<file path="config.mk">
export PLATFORM = sky130hd
export DESIGN_NAME = memory_access_ctrl_flat
export DESIGN_NICKNAME = d
export VERILOG_FILES = /design/src/rtl/memory_access_ctrl_pkg.sv /design/src/rtl/memory_access_ctrl_if.sv /design/src/rtl/memory_access_ctrl_dwell.sv /design/src/rtl/memory_access_ctrl.sv /design/src/flat_wrapper.sv
export SDC_FILE = /design/constraint.sdc
export NUM_CORES = 1
export LEC_CHECK = 0
export BUFFER_PORTS_ARGS = -buffer_cell sky130_fd_sc_hd__buf_2
export CORE_MARGIN = 2
export CORE_UTILIZATION = 49
export CTS_CLUSTER_DIAMETER = 80
export DETAILED_ROUTE_END_ITERATION = 8
export HOLD_SLACK_MARGIN = 0.12
export PLACE_DENSITY = 0.86
export SLEW_MARGIN = 20
export SYNTH_ARGS = -nofsm -noshare
export SYNTH_HDL_FRONTEND = slang
export SYNTH_SLANG_ARGS = --single-unit
export TNS_END_PERCENT = 20
</file>
<file path="constraint.sdc">
create_clock -name clk -period 1.93 [get_ports clk]
set_clock_uncertainty 0.05 [all_clocks]
set_input_delay 0.193 -clock clk [delete_from_list [all_inputs] [get_ports clk]]
set_output_delay 0.193 -clock clk [all_outputs]
set_load 0.05 [all_outputs]
</file>
<file path="src/rtl/memory_access_ctrl_pkg.sv">
// Shared definitions for the memory access controller slice.
//   ADDR_W / DATA_W / NUM_BYTES : geometry of the 4-byte memory array
//   mac_state_t                 : controller FSM states
package mem_pkg;

    localparam int ADDR_W    = 2;
    localparam int DATA_W    = 8;
    localparam int NUM_BYTES = 4;

    typedef enum logic [2:0] {
        S_IDLE,
        S_WRITE,
        S_WR_HOLD,
        S_VERIFY,
        S_SETTLE,
        S_CAPTURE,
        S_DWELL
    } mac_state_t;

endpackage

</file>
<file path="src/rtl/memory_access_ctrl_if.sv">
// Bus bundle between the write requester / memory array / display path and
// the memory access controller.
//   wr_req, wr_addr, wr_data, wr_ack : write request handshake
//   scan_en                          : readback scan enable
//   mem_addr, mem_data, mem_store    : memory array write/address port
//   mem_rdata                        : combinational memory read data
//   disp_byte, disp_addr, disp_valid : latched display byte
//   wr_err                           : readback mismatch flag
// Modports: slave = controller view, master = requester/memory/display view.
interface memory_access_ctrl_if;
    import mem_pkg::*;

    logic              wr_req;
    logic [ADDR_W-1:0] wr_addr;
    logic [DATA_W-1:0] wr_data;
    logic              wr_ack;
    logic              scan_en;
    logic [ADDR_W-1:0] mem_addr;
    logic [DATA_W-1:0] mem_data;
    logic              mem_store;
    logic [DATA_W-1:0] mem_rdata;
    logic [DATA_W-1:0] disp_byte;
    logic [ADDR_W-1:0] disp_addr;
    logic              disp_valid;
    logic              wr_err;

    modport slave (
        input  wr_req, wr_addr, wr_data, scan_en, mem_rdata,
        output wr_ack, mem_addr, mem_data, mem_store,
               disp_byte, disp_addr, disp_valid, wr_err
    );

    modport master (
        output wr_req, wr_addr, wr_data, scan_en, mem_rdata,
        input  wr_ack, mem_addr, mem_data, mem_store,
               disp_byte, disp_addr, disp_valid, wr_err
    );

endinterface

</file>
<file path="src/rtl/memory_access_ctrl_dwell.sv">
// Dwell timer: loadable down-counter that holds at zero.
//   clk, rst_n  : clock, synchronous active-low reset
//   load_i      : load load_val_i (wins over dec_i)
//   load_val_i  : value to load
//   dec_i       : decrement by one (no effect at zero)
//   done_o      : counter is zero
module dwell_timer #(
    parameter int DWELL_W = 3
) (
    input  logic               clk,
    input  logic               rst_n,
    input  logic               load_i,
    input  logic [DWELL_W-1:0] load_val_i,
    input  logic               dec_i,
    output logic               done_o
);

    logic [DWELL_W-1:0] cnt_q, cnt_d;

    always_comb begin
        cnt_d = cnt_q;
        if (load_i)
            cnt_d = load_val_i;
        else if (dec_i && cnt_q != '0)
            cnt_d = cnt_q - DWELL_W'(1);
    end

    always_ff @(posedge clk) begin
        if (!rst_n)
            cnt_q <= '0;
        else
            cnt_q <= cnt_d;
    end

    assign done_o = (cnt_q == '0);

endmodule

</file>
<file path="src/rtl/memory_access_ctrl.sv">
// Initiator-side controller for the 4-byte memory array. Issues single-cycle
// store strobes for requested writes and, between writes, scans bytes 0..3,
// holding each on the display outputs for DWELL cycles.
//   clk, rst_n : clock, synchronous active-low reset
//   bus        : memory_access_ctrl_if.slave (write handshake, memory port,
//                display outputs, wr_err)
// Parameters: DWELL (cycles per displayed byte, >= 1), DWELL_W (counter width).
// Optional macro MEMORY_ACCESS_CTRL_VERIFY_EN: adds a VERIFY cycle after each
// write that reads the byte back and drives wr_err; otherwise wr_err is 0.
module memory_access_ctrl
    import mem_pkg::*;
#(
    parameter int DWELL   = 4,
    parameter int DWELL_W = $clog2(DWELL + 1)
) (
    input  logic                 clk,
    input  logic                 rst_n,
    memory_access_ctrl_if.slave  bus
);

    mac_state_t        state_q, state_d;
    logic [ADDR_W-1:0] addr_q, addr_d;
    logic [DATA_W-1:0] data_q, data_d;
    logic [ADDR_W-1:0] scan_ptr_q, scan_ptr_d;
    logic [ADDR_W-1:0] mem_addr_q, mem_addr_d;
    logic [DATA_W-1:0] disp_byte_q, disp_byte_d;
    logic [ADDR_W-1:0] disp_addr_q, disp_addr_d;
    logic              disp_valid_q, disp_valid_d;
    logic              tmr_load, tmr_dec, tmr_done;
`ifdef MEMORY_ACCESS_CTRL_VERIFY_EN
    logic              wr_err_q, wr_err_d;
`endif

    dwell_timer #(.DWELL_W(DWELL_W)) u_dwell (
        .clk        (clk),
        .rst_n      (rst_n),
        .load_i     (tmr_load),
        .load_val_i (DWELL_W'(DWELL - 1)),
        .dec_i      (tmr_dec),
        .done_o     (tmr_done)
    );

    always_comb begin
        state_d      = state_q;
        addr_d       = addr_q;
        data_d       = data_q;
        scan_ptr_d   = scan_ptr_q;
        disp_byte_d  = disp_byte_q;
        disp_addr_d  = disp_addr_q;
        disp_valid_d = disp_valid_q;
        tmr_load     = 1'b0;
        tmr_dec      = 1'b0;
        // mem_addr is driven combinationally from the state so it is valid in
        // the same cycle; mem_addr_q only remembers it for the idle/dwell hold.
        mem_addr_d   = mem_addr_q;
`ifdef MEMORY_ACCESS_CTRL_VERIFY_EN
        wr_err_d     = wr_err_q;
`endif
        case (state_q)
            S_IDLE: begin
                if (bus.wr_req) begin
                    addr_d  = bus.wr_addr;
                    data_d  = bus.wr_data;
                    state_d = S_WRITE;
                end else if (bus.scan_en) begin
                    state_d = S_SETTLE;
                end
            end
            S_WRITE: begin
                mem_addr_d = addr_q;
                state_d    = S_WR_HOLD;
            end
            S_WR_HOLD: begin
                mem_addr_d = addr_q;
`ifdef MEMORY_ACCESS_CTRL_VERIFY_EN
                state_d    = S_VERIFY;
`else
                state_d    = S_IDLE;
`endif
            end
            S_VERIFY: begin
                mem_addr_d = addr_q;
`ifdef MEMORY_ACCESS_CTRL_VERIFY_EN
                wr_err_d   = (bus.mem_rdata != data_q);
`endif
                state_d    = S_IDLE;
            end
            S_SETTLE: begin
                mem_addr_d = scan_ptr_q;
                state_d    = S_CAPTURE;
            end
            S_CAPTURE: begin
                mem_addr_d   = scan_ptr_q;
                disp_byte_d  = bus.mem_rdata;
                disp_addr_d  = scan_ptr_q;
                disp_valid_d = 1'b1;
                tmr_load     = 1'b1;
                state_d      = S_DWELL;
            end
            S_DWELL: begin
                // A write preempts the dwell without advancing scan_ptr, so
                // the same byte is recaptured with its new value afterwards.
                if (bus.wr_req) begin
                    addr_d  = bus.wr_addr;
                    data_d  = bus.wr_data;
                    state_d = S_WRITE;
                end else if (!bus.scan_en) begin
                    disp_valid_d = 1'b0;
                    state_d      = S_IDLE;
                end else if (tmr_done) begin
                    scan_ptr_d = scan_ptr_q + ADDR_W'(1);
                    state_d    = S_IDLE;
                end else begin
                    tmr_dec = 1'b1;
                end
            end
            default: state_d = S_IDLE;
        endcase
    end

    always_ff @(posedge clk) begin
        if (!rst_n) begin
            state_q      <= S_IDLE;
            addr_q       <= '0;
            data_q       <= '0;
            scan_ptr_q   <= '0;
            mem_addr_q   <= '0;
            disp_byte_q  <= '0;
            disp_addr_q  <= '0;
            disp_valid_q <= 1'b0;
`ifdef MEMORY_ACCESS_CTRL_VERIFY_EN
            wr_err_q     <= 1'b0;
`endif
        end else begin
            state_q      <= state_d;
            addr_q       <= addr_d;
            data_q       <= data_d;
            scan_ptr_q   <= scan_ptr_d;
            mem_addr_q   <= mem_addr_d;
            disp_byte_q  <= disp_byte_d;
            disp_addr_q  <= disp_addr_d;
            disp_valid_q <= disp_valid_d;
`ifdef MEMORY_ACCESS_CTRL_VERIFY_EN
            wr_err_q     <= wr_err_d;
`endif
        end
    end

    assign bus.mem_addr   = mem_addr_d;
    assign bus.mem_data   = data_q;
    assign bus.mem_store  = (state_q == S_WRITE);
    assign bus.wr_ack     = (state_q == S_WR_HOLD);
    assign bus.disp_byte  = disp_byte_q;
    assign bus.disp_addr  = disp_addr_q;
    assign bus.disp_valid = disp_valid_q;
`ifdef MEMORY_ACCESS_CTRL_VERIFY_EN
    assign bus.wr_err     = wr_err_q;
`else
    assign bus.wr_err     = 1'b0;
`endif

endmodule
</file>
<file path="src/flat_wrapper.sv">
// flat-port wrapper written by rule: the top's interface ports become plain ports
module memory_access_ctrl_flat import mem_pkg::*;
#(
    parameter int DWELL   = 4,
    parameter int DWELL_W = $clog2(DWELL + 1)
)
  (clk, rst_n, bus_wr_req, bus_wr_addr, bus_wr_data, bus_scan_en, bus_mem_rdata, bus_wr_ack, bus_mem_addr, bus_mem_data, bus_mem_store, bus_disp_byte, bus_disp_addr, bus_disp_valid, bus_wr_err);
  memory_access_ctrl_if bus_i ();
  input  logic clk;
  input  logic rst_n;
  input wire logic [$bits(bus_i.wr_req)-1:0] bus_wr_req;
  input wire logic [$bits(bus_i.wr_addr)-1:0] bus_wr_addr;
  input wire logic [$bits(bus_i.wr_data)-1:0] bus_wr_data;
  input wire logic [$bits(bus_i.scan_en)-1:0] bus_scan_en;
  input wire logic [$bits(bus_i.mem_rdata)-1:0] bus_mem_rdata;
  output wire logic [$bits(bus_i.wr_ack)-1:0] bus_wr_ack;
  output wire logic [$bits(bus_i.mem_addr)-1:0] bus_mem_addr;
  output wire logic [$bits(bus_i.mem_data)-1:0] bus_mem_data;
  output wire logic [$bits(bus_i.mem_store)-1:0] bus_mem_store;
  output wire logic [$bits(bus_i.disp_byte)-1:0] bus_disp_byte;
  output wire logic [$bits(bus_i.disp_addr)-1:0] bus_disp_addr;
  output wire logic [$bits(bus_i.disp_valid)-1:0] bus_disp_valid;
  output wire logic [$bits(bus_i.wr_err)-1:0] bus_wr_err;
  assign bus_i.wr_req = bus_wr_req;
  assign bus_i.wr_addr = bus_wr_addr;
  assign bus_i.wr_data = bus_wr_data;
  assign bus_i.scan_en = bus_scan_en;
  assign bus_i.mem_rdata = bus_mem_rdata;
  assign bus_wr_ack = bus_i.wr_ack;
  assign bus_mem_addr = bus_i.mem_addr;
  assign bus_mem_data = bus_i.mem_data;
  assign bus_mem_store = bus_i.mem_store;
  assign bus_disp_byte = bus_i.disp_byte;
  assign bus_disp_addr = bus_i.disp_addr;
  assign bus_disp_valid = bus_i.disp_valid;
  assign bus_wr_err = bus_i.wr_err;
  memory_access_ctrl #(.DWELL(DWELL), .DWELL_W(DWELL_W)) u_core (.clk(clk), .rst_n(rst_n), .bus(bus_i));
endmodule
</file>
==> results of run 1 <==
cells by family after synthesis:
family,after synthesis
other,1
XOR/XNOR,2
buffers and inverters,18
AND/OR/NAND/NOR,61
adder cells (fa/ha/maj),2
flip-flops,31
multiplexers,3
AO/OA/AOI/OAI,52
what timing repair did:
action	4_1_cts	5_1_grt
endpoints found under the hold margin	19	0
gates resized for setup	1	2
endpoints found under the setup margin	1	3
cloned	0	0
hold buffers	19	0
worst max-delay path, stage by stage, from the launching register on:
cell	delay (ps)
dfxtp_2	430
mux2_2	350
a22oi_1	190
nand2_1	90
buf_2	220
final cells by class:
cell class,instances,area (um2),share of cell area
Tap cell,31,38.8,0.0200
Clock inverter,2,35.0,0.0180
Sequential cell,31,626,0.322
Inverter,4,15.0,0.00773
Clock buffer,6,51.3,0.0264
Multi-Input combinational cell,121,722,0.372
Timing Repair Buffer,69,455,0.234
sequential cells by signal (all words and copies together) (netlist names):
register	count
u_core.bus.disp_byte	8
u_core.bus.mem_data	8
u_core.state_q	3
u_core.u_dwell.cnt_q	3
u_core.addr_q	2
u_core.bus.disp_addr	2
u_core.mem_addr_q	2
u_core.scan_ptr_q	2
u_core.bus.disp_valid	1
path summary, 6_finish.rpt:
path / from / endpoint / slack [ps] / cells past startpoint
hold reg to reg: u_core.bus.disp_byte[4] / u_core.bus.disp_byte[4] / 410 / 2
hold / removal: bus_wr_req / u_core.state_q[0] / 140 / 3
setup reg to reg: u_core.u_dwell.cnt_q[0] / u_core.scan_ptr_q[1] / 350 / 5
setup / recovery: u_core.state_q[2] / bus_mem_addr[0] / 90 / 4
stage by stage:
stage                     area [um2]  utilization  power [uW]
final                           1940        0.705        1540
after CTS                       1940        0.703        1540
after detailed placement        1660        0.603         997
after global placement          1660        0.603         992
after global routing            1940        0.705        1610
after floorplan                 1440            -         927
where the power goes:
part / internal (uW) / switching (uW)
Sequential: 671 / 28.0
Combinational: 117 / 201
Clock: 306 / 219
Total: 1090 / 449
layer usage:
layer  wire length [um]  global-route usage  up-vias  share of wire
li1                   -                   -      718              -
met1               1500               0.242      661           0.43
met2               1830               0.409       38           0.52
met3                139              0.0469        5          0.040
met4                 31              0.0498        0         0.0089
met5                  0                   0        -              0
cells in the final DEF (no fill, tap or decap), types with 2 or more instances in the layout:
master / count
mux2_2: 2
clkbuf_4: 5
nor2b_1: 2
a211oi_1: 3
o21ai_0: 14
or4_1: 3
ha_1: 2
a311oi_1: 2
buf_2: 44
dlygate4sd3_1: 19
inv_1: 4
dfxtp_1: 29
nand2_1: 26
nor2_1: 2
nand3_1: 13
o31ai_1: 2
a21oi_1: 26
and2_1: 3
a22oi_1: 2
buf_4: 6
nor3b_1: 3
==> out/metrics.cfg, run 1 <==
[timing]
finalHoldViolations=0
layout_worst_path_cycle_share=0.952
tightest_slew_ps=588
maxSlewViolCount=0
min_period_ps=1840
rsz0062_at_grt=false
slew_headroom=0.606
hold_slack_ps=138
setup_viol=0
finalSetupTns_ps=0
fmax_ghz=0.544
layout_setup_ws_ps=92.3

[placed_design]
dp_hpwl_um=2170
dpl.cell_count=237
pre_cts_ws_ps=308
place.gp.congestion=0.738
port_buffers=44

[routing]
first_iter_violations=58
viasPerCell=5.39
wl_per_cell_um=13.3
via_count=1422
finalWirelength_um=3500
dr.pass1.iters=4
drc=0
ant_nets=0

[critical_path]
arrival_ps=1590
critPathCaptureType=primary output
cp.required_ps=1690
worstSetupStartpointType=flip-flop
crit_type=reg2out
critPathMaxFanout=9

[synth]
async_flop_share=0
yosys.cell_types.count=37
synth_area_leaders=dfxtp_1, a21oi_1, nand2_1, o21ai_0, nand3_1
syn_nets=194
synth.avg_cell_area_um2=8.43
synth_largest_area_cell=dfxtp_1
synth_warnings=0
synth_common_cells=dfxtp_1, a21oi_1, nand2_1, o21ai_0, nand3_1
synth_ff_type=dfxtp_1
synth.most_common_cell=dfxtp_1
yosysSeqAreaShare=0.433
synth_top_family_by_area=simple AND/OR/NAND/NOR gates
syn_area_um2=1430
synth_cells=170
synth_adder_area_share=0.0175
synthSimpleGateAreaFrac=0.235
synth-compound-area-share=0.205
synth_mux_area_frac=0.0227
yosys.area_share.xor_xnor=0.0175
yosys.area.top_type_share=0.433
synth-seq-cells=31
synth_edf_count=0

[run_status]
status=finished, final reports clean

[clock_tree]
cts_buffers=5
clkLatencyLatePin_ps=320
postCtsSetupRepairBufs=0
cts_tree=done
cts_root_buf=clkbuf_4
cts_max_level=2
cts_sinks=31
cts.clk_slew.worst_paths_ps=100
clock_tree.buffer_depth=2

[cells_and_area]
nets=256
diodes=0
final_layout_size_suffix_gt1_frac=0.283
fin_cells=264
fill_cells=225
areaGrowthSynthToFinish_pct=35.5

[grt]
grt_pass1_vias=1309
antenna_found_initial=0
grt_start_max_net_pins=30
track_usage=0.215
grt-ovfl-total=0
grt_first_pass_wirelength_um=5630

[power]
p_leak_uw=0.000829
p_per_area_nw_per_um2=794
vdd_drop_max_mv=0.787

[min_path]
holdCritPathClass=in2reg

[floorplan]
die_h_um=58.1
die_area_um2=3380
boundaryPins=46
row_count=19
start_util=0.520
coreArea_um2=2760
fp.dieW_um=58.1

[job]
maxCapViolCount=0

Power figures use the tool's default switching activity.
==> run 2, diff against run 1 <==
--- a/config.mk
+++ b/config.mk
@@ -5,14 +5,14 @@
 export SDC_FILE = /design/constraint.sdc
 export NUM_CORES = 1
 export LEC_CHECK = 0
+export ABC_AREA = 1
 export BUFFER_PORTS_ARGS = -buffer_cell sky130_fd_sc_hd__buf_2
 export CORE_MARGIN = 2
 export CORE_UTILIZATION = 49
 export CTS_CLUSTER_DIAMETER = 80
 export DETAILED_ROUTE_END_ITERATION = 8
 export HOLD_SLACK_MARGIN = 0.12
-export PLACE_DENSITY = 0.86
-export SLEW_MARGIN = 20
+export PLACE_DENSITY = 0.87
 export SYNTH_ARGS = -nofsm -noshare
 export SYNTH_HDL_FRONTEND = slang
 export SYNTH_SLANG_ARGS = --single-unit
==> run 2 against run 1 <==
  * Combinational power is 2% lower
  * Setup slack better by 110 ps
  * Sequential power is 0.9% lower
  * Design area is 3.3% lower
  * First-iteration DRC count is 48% lower
  * Worst hold slack better by 18 ps
  * Clock power is 2% higher
  * Final cell count is 6.4% higher
  * Count of clock-buffer cells in the layout stayed put
  * Sequential share of layout area is 0.89 points higher
  * Total power is 0.20% lower
  * Sequential cell count stayed put
  * Critical path type unchanged
  * Highest routed layer unchanged
==> out/metrics.cfg, run 2 <==
[min_path]
holdCritPathClass=in2reg

[floorplan]
coreArea_um2=2690
start_util=0.505
die_area_um2=3210
fp.dieW_um=56.6
boundaryPins=46
die_h_um=56.6
row_count=19

[cells_and_area]
fin_area_um2=1880
diodes=0
layout_common_cells=nand2_1, buf_2, dfxtp_1
final_layout_size_suffix_gt1_frac=0.280
areaGrowthSynthToFinish_pct=38.4
fin_cells=281
layout_commonest_cell=nand2_1
nets=273

[run_status]
status=finished, final reports clean

[clock_tree]
cts_tree=done
cts_buffers=5
cts_root_buf=clkbuf_4
cts.clk_slew.worst_paths_ps=100
cts_sinks=31
clock_tree.buffer_depth=2
clkLatencyLatePin_ps=330
cts_max_level=2

[synth]
synth_largest_area_cell=dfxtp_1
yosysSeqAreaShare=0.457
syn_area_um2=1360
synth_common_cells=nand2_1, dfxtp_1, a21oi_1, nand3_1, nor2_1
synth_ff_type=dfxtp_1
async_flop_share=0
synth_area_leaders=dfxtp_1, nand2_1, a21oi_1, nand3_1, nor2_1
synth.most_common_cell=nand2_1
synth.avg_cell_area_um2=7.42
yosys.area.top_type_share=0.457
synth_warnings=0
synth-seq-cells=31
syn_nets=207
synth_edf_count=0
yosys.cell_types.count=23
synth_cells=183

[power]
p_leak_uw=0.000894
vdd_drop_max_mv=0.599
p_per_area_nw_per_um2=819
finalPower_uw=1540

[grt]
grt_first_pass_wirelength_um=5270
grt-ovfl-total=0
grt_start_max_net_pins=24
antenna_found_initial=0
track_usage=0.210
grt_pass1_vias=1261

[critical_path]
critPathBufInv=2
cp.required_ps=1690
critPathCaptureType=primary output
crit_top_cell=nand3_1
cp_top_family=flip-flops
crit_type=reg2out
cp_slowest_cell=dfxtp_1
worstSetupStartpointType=flip-flop
path_cells=inv_2 -> nand2_4 -> nand3_1 -> nand3_1 -> buf_2
critPathMaxFanout=16
arrival_ps=1490
max_stage_delay_ps=430

[placed_design]
place.gp.congestion=0.793
pre_cts_ws_ps=430
port_buffers=44
dpl.cell_count=254
placed_cell_area_um2=1600
dp_hpwl_um=2110

[timing]
rsz0062_at_grt=false
fmax_ghz=0.577
setup_viol=0
finalHoldViolations=0
maxSlewViolCount=0
layout_setup_ws_ps=198
min_period_ps=1730
layout_worst_path_cycle_share=0.897
finalSetupTns_ps=0

[routing]
viasPerCell=4.89
dr.pass1.iters=4
finalWirelength_um=3200
drc=0
ant_nets=0
wl_per_cell_um=11.4
first_iter_violations=30
via_count=1373

[job]
maxCapViolCount=0

==> run 2: tightest hold or removal path, stage by stage <==
cell and delay, ps:
buf_2 110, o21ai_0 90, a21oi_1 110
==> run 2: logic make-up after synthesis <==
family / count (synthesis) / synth area share
AOI/OAI and AO/OA: 28 / 0.109
xor gates and xnor gates: 1 / 0.00645
adders and majority gates: 2 / 0.0184
buffers and inverters: 25 / 0.0783
DFF: 31 / 0.457
other: 1 / 0.00276
and+or+nand+nor: 95 / 0.328
==> run 2: worst paths after layout <==
| path | from | end | slack, ps | cells past startpoint |
|---|---|---|---|---|
| setup / recovery | u_core.state_q[1] | bus_mem_addr[1] | 200 | 5 |
| hold / removal | bus_scan_en | u_core.bus.disp_valid | 160 | 3 |
| setup reg to reg | u_core.u_dwell.cnt_q[0] | u_core.u_dwell.cnt_q[1] | 470 | 10 |
| hold reg to reg | u_core.bus.mem_data[3] | u_core.bus.mem_data[3] | 410 | 2 |
==> run 2: routing by layer <==
metal / track usage / wire (um) / up-vias
met5: 0 / 0 / -
met4: 0.0748 / 33 / 0
met3: 0.0622 / 169 / 6
met2: 0.342 / 1540 / 38
met1: 0.262 / 1450 / 610
li1: - / - / 719
==> run 2: area by class of cell <==
cell class              instances  area (um2)
clock inverters                 2        35.0
well taps                      31        38.8
flip-flops and latches         31         622
inverters                      19        71.3
repair buffers                 65         425
multi-input cells             127         636
fillers                       223         807
clock buffers                   6        51.3
==> run 2: timing repair <==
action                                 CTS  global route
setup endpoints to repair                0             2
gates resized for setup                  0             2
hold buffers                            19             0
endpoints found under the hold margin   24             0
setup buffers                            0             0
==> run 2: where the power goes <==
part           total, uW  switching (uW)  internal, uW
Clock                534             228           306
Sequential           693            23.0           670
Combinational        312             207           106
==> run 2: metrics by stage <==
stage	hold slack, ps	utilization
after detailed placement	402	0.594
after global placement	393	0.594
after CTS	142	0.697
after floorplan	241	-
final	157	0.700
after global routing	180	0.700
==> run 3, diff against run 2 <==
--- a/config.mk
+++ b/config.mk
@@ -7,10 +7,12 @@
 export LEC_CHECK = 0
 export ABC_AREA = 1
 export BUFFER_PORTS_ARGS = -buffer_cell sky130_fd_sc_hd__buf_2
+export CORE_ASPECT_RATIO = 2
 export CORE_MARGIN = 2
 export CORE_UTILIZATION = 49
 export CTS_CLUSTER_DIAMETER = 80
 export DETAILED_ROUTE_END_ITERATION = 8
+export GPL_TIMING_DRIVEN = 0
 export HOLD_SLACK_MARGIN = 0.12
 export PLACE_DENSITY = 0.87
 export SYNTH_ARGS = -nofsm -noshare
==> constraint.sdc (replaced) <==
create_clock -name clk -period 1.93 [get_ports clk]
set_clock_uncertainty 0.05 [all_clocks]
set_input_delay 0.193 -clock clk [delete_from_list [all_inputs] [get_ports clk]]
set_output_delay 0.193 -clock clk [all_outputs]
set_load 0.01 [all_outputs]
==> run 3 against run 2 <==
  * Die area rose by 0.80%
  * Total power is 3.2% lower
  * Sequential cell count is the same
  * Count of clock-buffer cells in the layout grew 2
  * Routed wire length up 3.0%
  * Via count is 1.0% higher
  * Combinational power shrank 24%
  * Global-route usage is 4.0 points higher
  * Design area shrank 2.9%
  * First-iteration DRC count down 27%
  * Setup slack better by 120 ps
  * Critical path type unchanged
  * Largest cell class unchanged
  * Highest routed layer unchanged
==> out/metrics.cfg, run 3 (synthesized netlist as in run 2, its figures left out) <==
[power]
vdd_drop_max_mv=0.744
p_per_area_nw_per_um2=817
p_leak_uw=0.000872

[routing]
ant_nets=0
wl_per_cell_um=12.0
first_iter_violations=22
dr.pass1.iters=4
drc=0
finalWirelength_um=3290
via_count=1387
viasPerCell=5.04

[grt]
grt_pass1_vias=1321
antenna_found_initial=0
grt-ovfl-total=0
grt_start_max_net_pins=11
grt_first_pass_wirelength_um=5550
track_usage=0.250

[run_status]
status=finished, final reports clean

[floorplan]
coreArea_um2=2700
start_util=0.502
fp.dieW_um=41.2
die_area_um2=3230
die_h_um=78.4
boundaryPins=46
row_count=27

[placed_design]
placed_cell_area_um2=1610
port_buffers=44
dp_hpwl_um=2260
place.gp.congestion=0.768

[timing]
min_period_ps=1610
fmax_ghz=0.622
maxSlewViolCount=0
rsz0062_at_grt=false
finalHoldViolations=0
setup_viol=0
finalSetupTns_ps=0
layout_worst_path_cycle_share=0.833

[critical_path]
timing.rr.start=u_core.u_dwell.cnt_q[0]
worstSetupStartpointType=flip-flop
regToRegSetupSlack_ps=460
r2r_end=u_core.u_dwell.cnt_q[0]
arrival_ps=1370
cp.required_ps=1690
crit_type=reg2out
critPathCaptureType=primary output
worst_r2r_path_depth=10
critPathMaxFanout=7
crit_start=u_core.state_q[1]

[clock_tree]
clkLatencyLatePin_ps=290
cts_root_buf=clkbuf_8
cts_resized=0
cts_max_level=2
cts_tree=done
cts_sinks=31
cts_buffers=5
postCtsSetupRepairBufs=0
cts.clk_slew.worst_paths_ps=70
holdBufCountCts=11
clock_tree.buffer_depth=2

[cells_and_area]
nets=269
layout_commonest_cell=nand2_1
diodes=0
areaGrowthSynthToFinish_pct=34.4
layout_common_cells=nand2_1, buf_2, dfxtp_1
final_layout_size_suffix_gt1_frac=0.285
fin_area_um2=1820

[min_path]
min_path_cells=3
holdPathEnd=u_core.u_dwell.cnt_q[0]
worstHoldStart=rst_n
holdCritPathClass=in2reg

[job]
maxCapViolCount=0

==> run 3: cell types whose count changed in the layout (fill, tap and decap cells not counted), sizes merged <==
cell	delta
buf	+2
bufinv	-1
clkbuf	+4
clkinv	-1
dlygate4sd3	-8
==> run 3: worst max path at each step <==
stage                              end  slack, ps  cells after the start
6_report               bus_mem_addr[0]        320                      6
5_1_grt                bus_mem_addr[0]        210                      6
4_1_cts                bus_mem_addr[0]        290                      6
3_5_place_dp   u_core.u_dwell.cnt_q[0]        460                     10
3_3_place_gp   u_core.u_dwell.cnt_q[0]        490                     10
2_1_floorplan  u_core.u_dwell.cnt_q[0]        630                     10
==> run 3: area by class of cell <==
type | count | area [um2]
fill | 242 | 878
tap | 29 | 36.3
sequential | 31 | 621
multi-input combinational | 127 | 631
buffer | 6 | 35.0
clock buffer | 8 | 100
timing repair buffer | 55 | 330
inverter | 19 | 71.3
==> run 3: worst max-delay path, stage by stage (launching register included) <==
cell and delay, ps:
dfxtp_1 430, inv_2 80, nand2_2 160, inv_1 80, nand2_1 90, nand3_1 80
buf_2 150
==> run 3: metal layers <==
layer  global-route usage  part of all wire  wire length [um]  up-vias
li1                     -                 -                 -      716
met1                0.260              0.36              1170      624
met2                0.411              0.57              1860       35
met3               0.0537             0.036               117       12
met4                0.158             0.043               140        0
met5                    0                 0                 0        -
==> run 3: power by group <==
| group | switching (uW) | internal, uW | total (uW) |
|---|---|---|---|
| logic | 137 | 99.7 | 237 |
| registers | 17.7 | 670 | 688 |
| clock network | 240 | 325 | 565 |
| total | 395 | 1090 | 1490 |
==> run 3: through the flow <==
stage	std cells	setup WS, ps	power (uW)	utilization	hold slack, ps
finish	275	321	1490	0.675	124
global route	275	214	1550	0.675	135
CTS	275	293	1500	0.675	120
detailed placement	256	462	921	0.597	398
global placement	256	491	914	0.597	393
floorplan	183	629	845	-	241
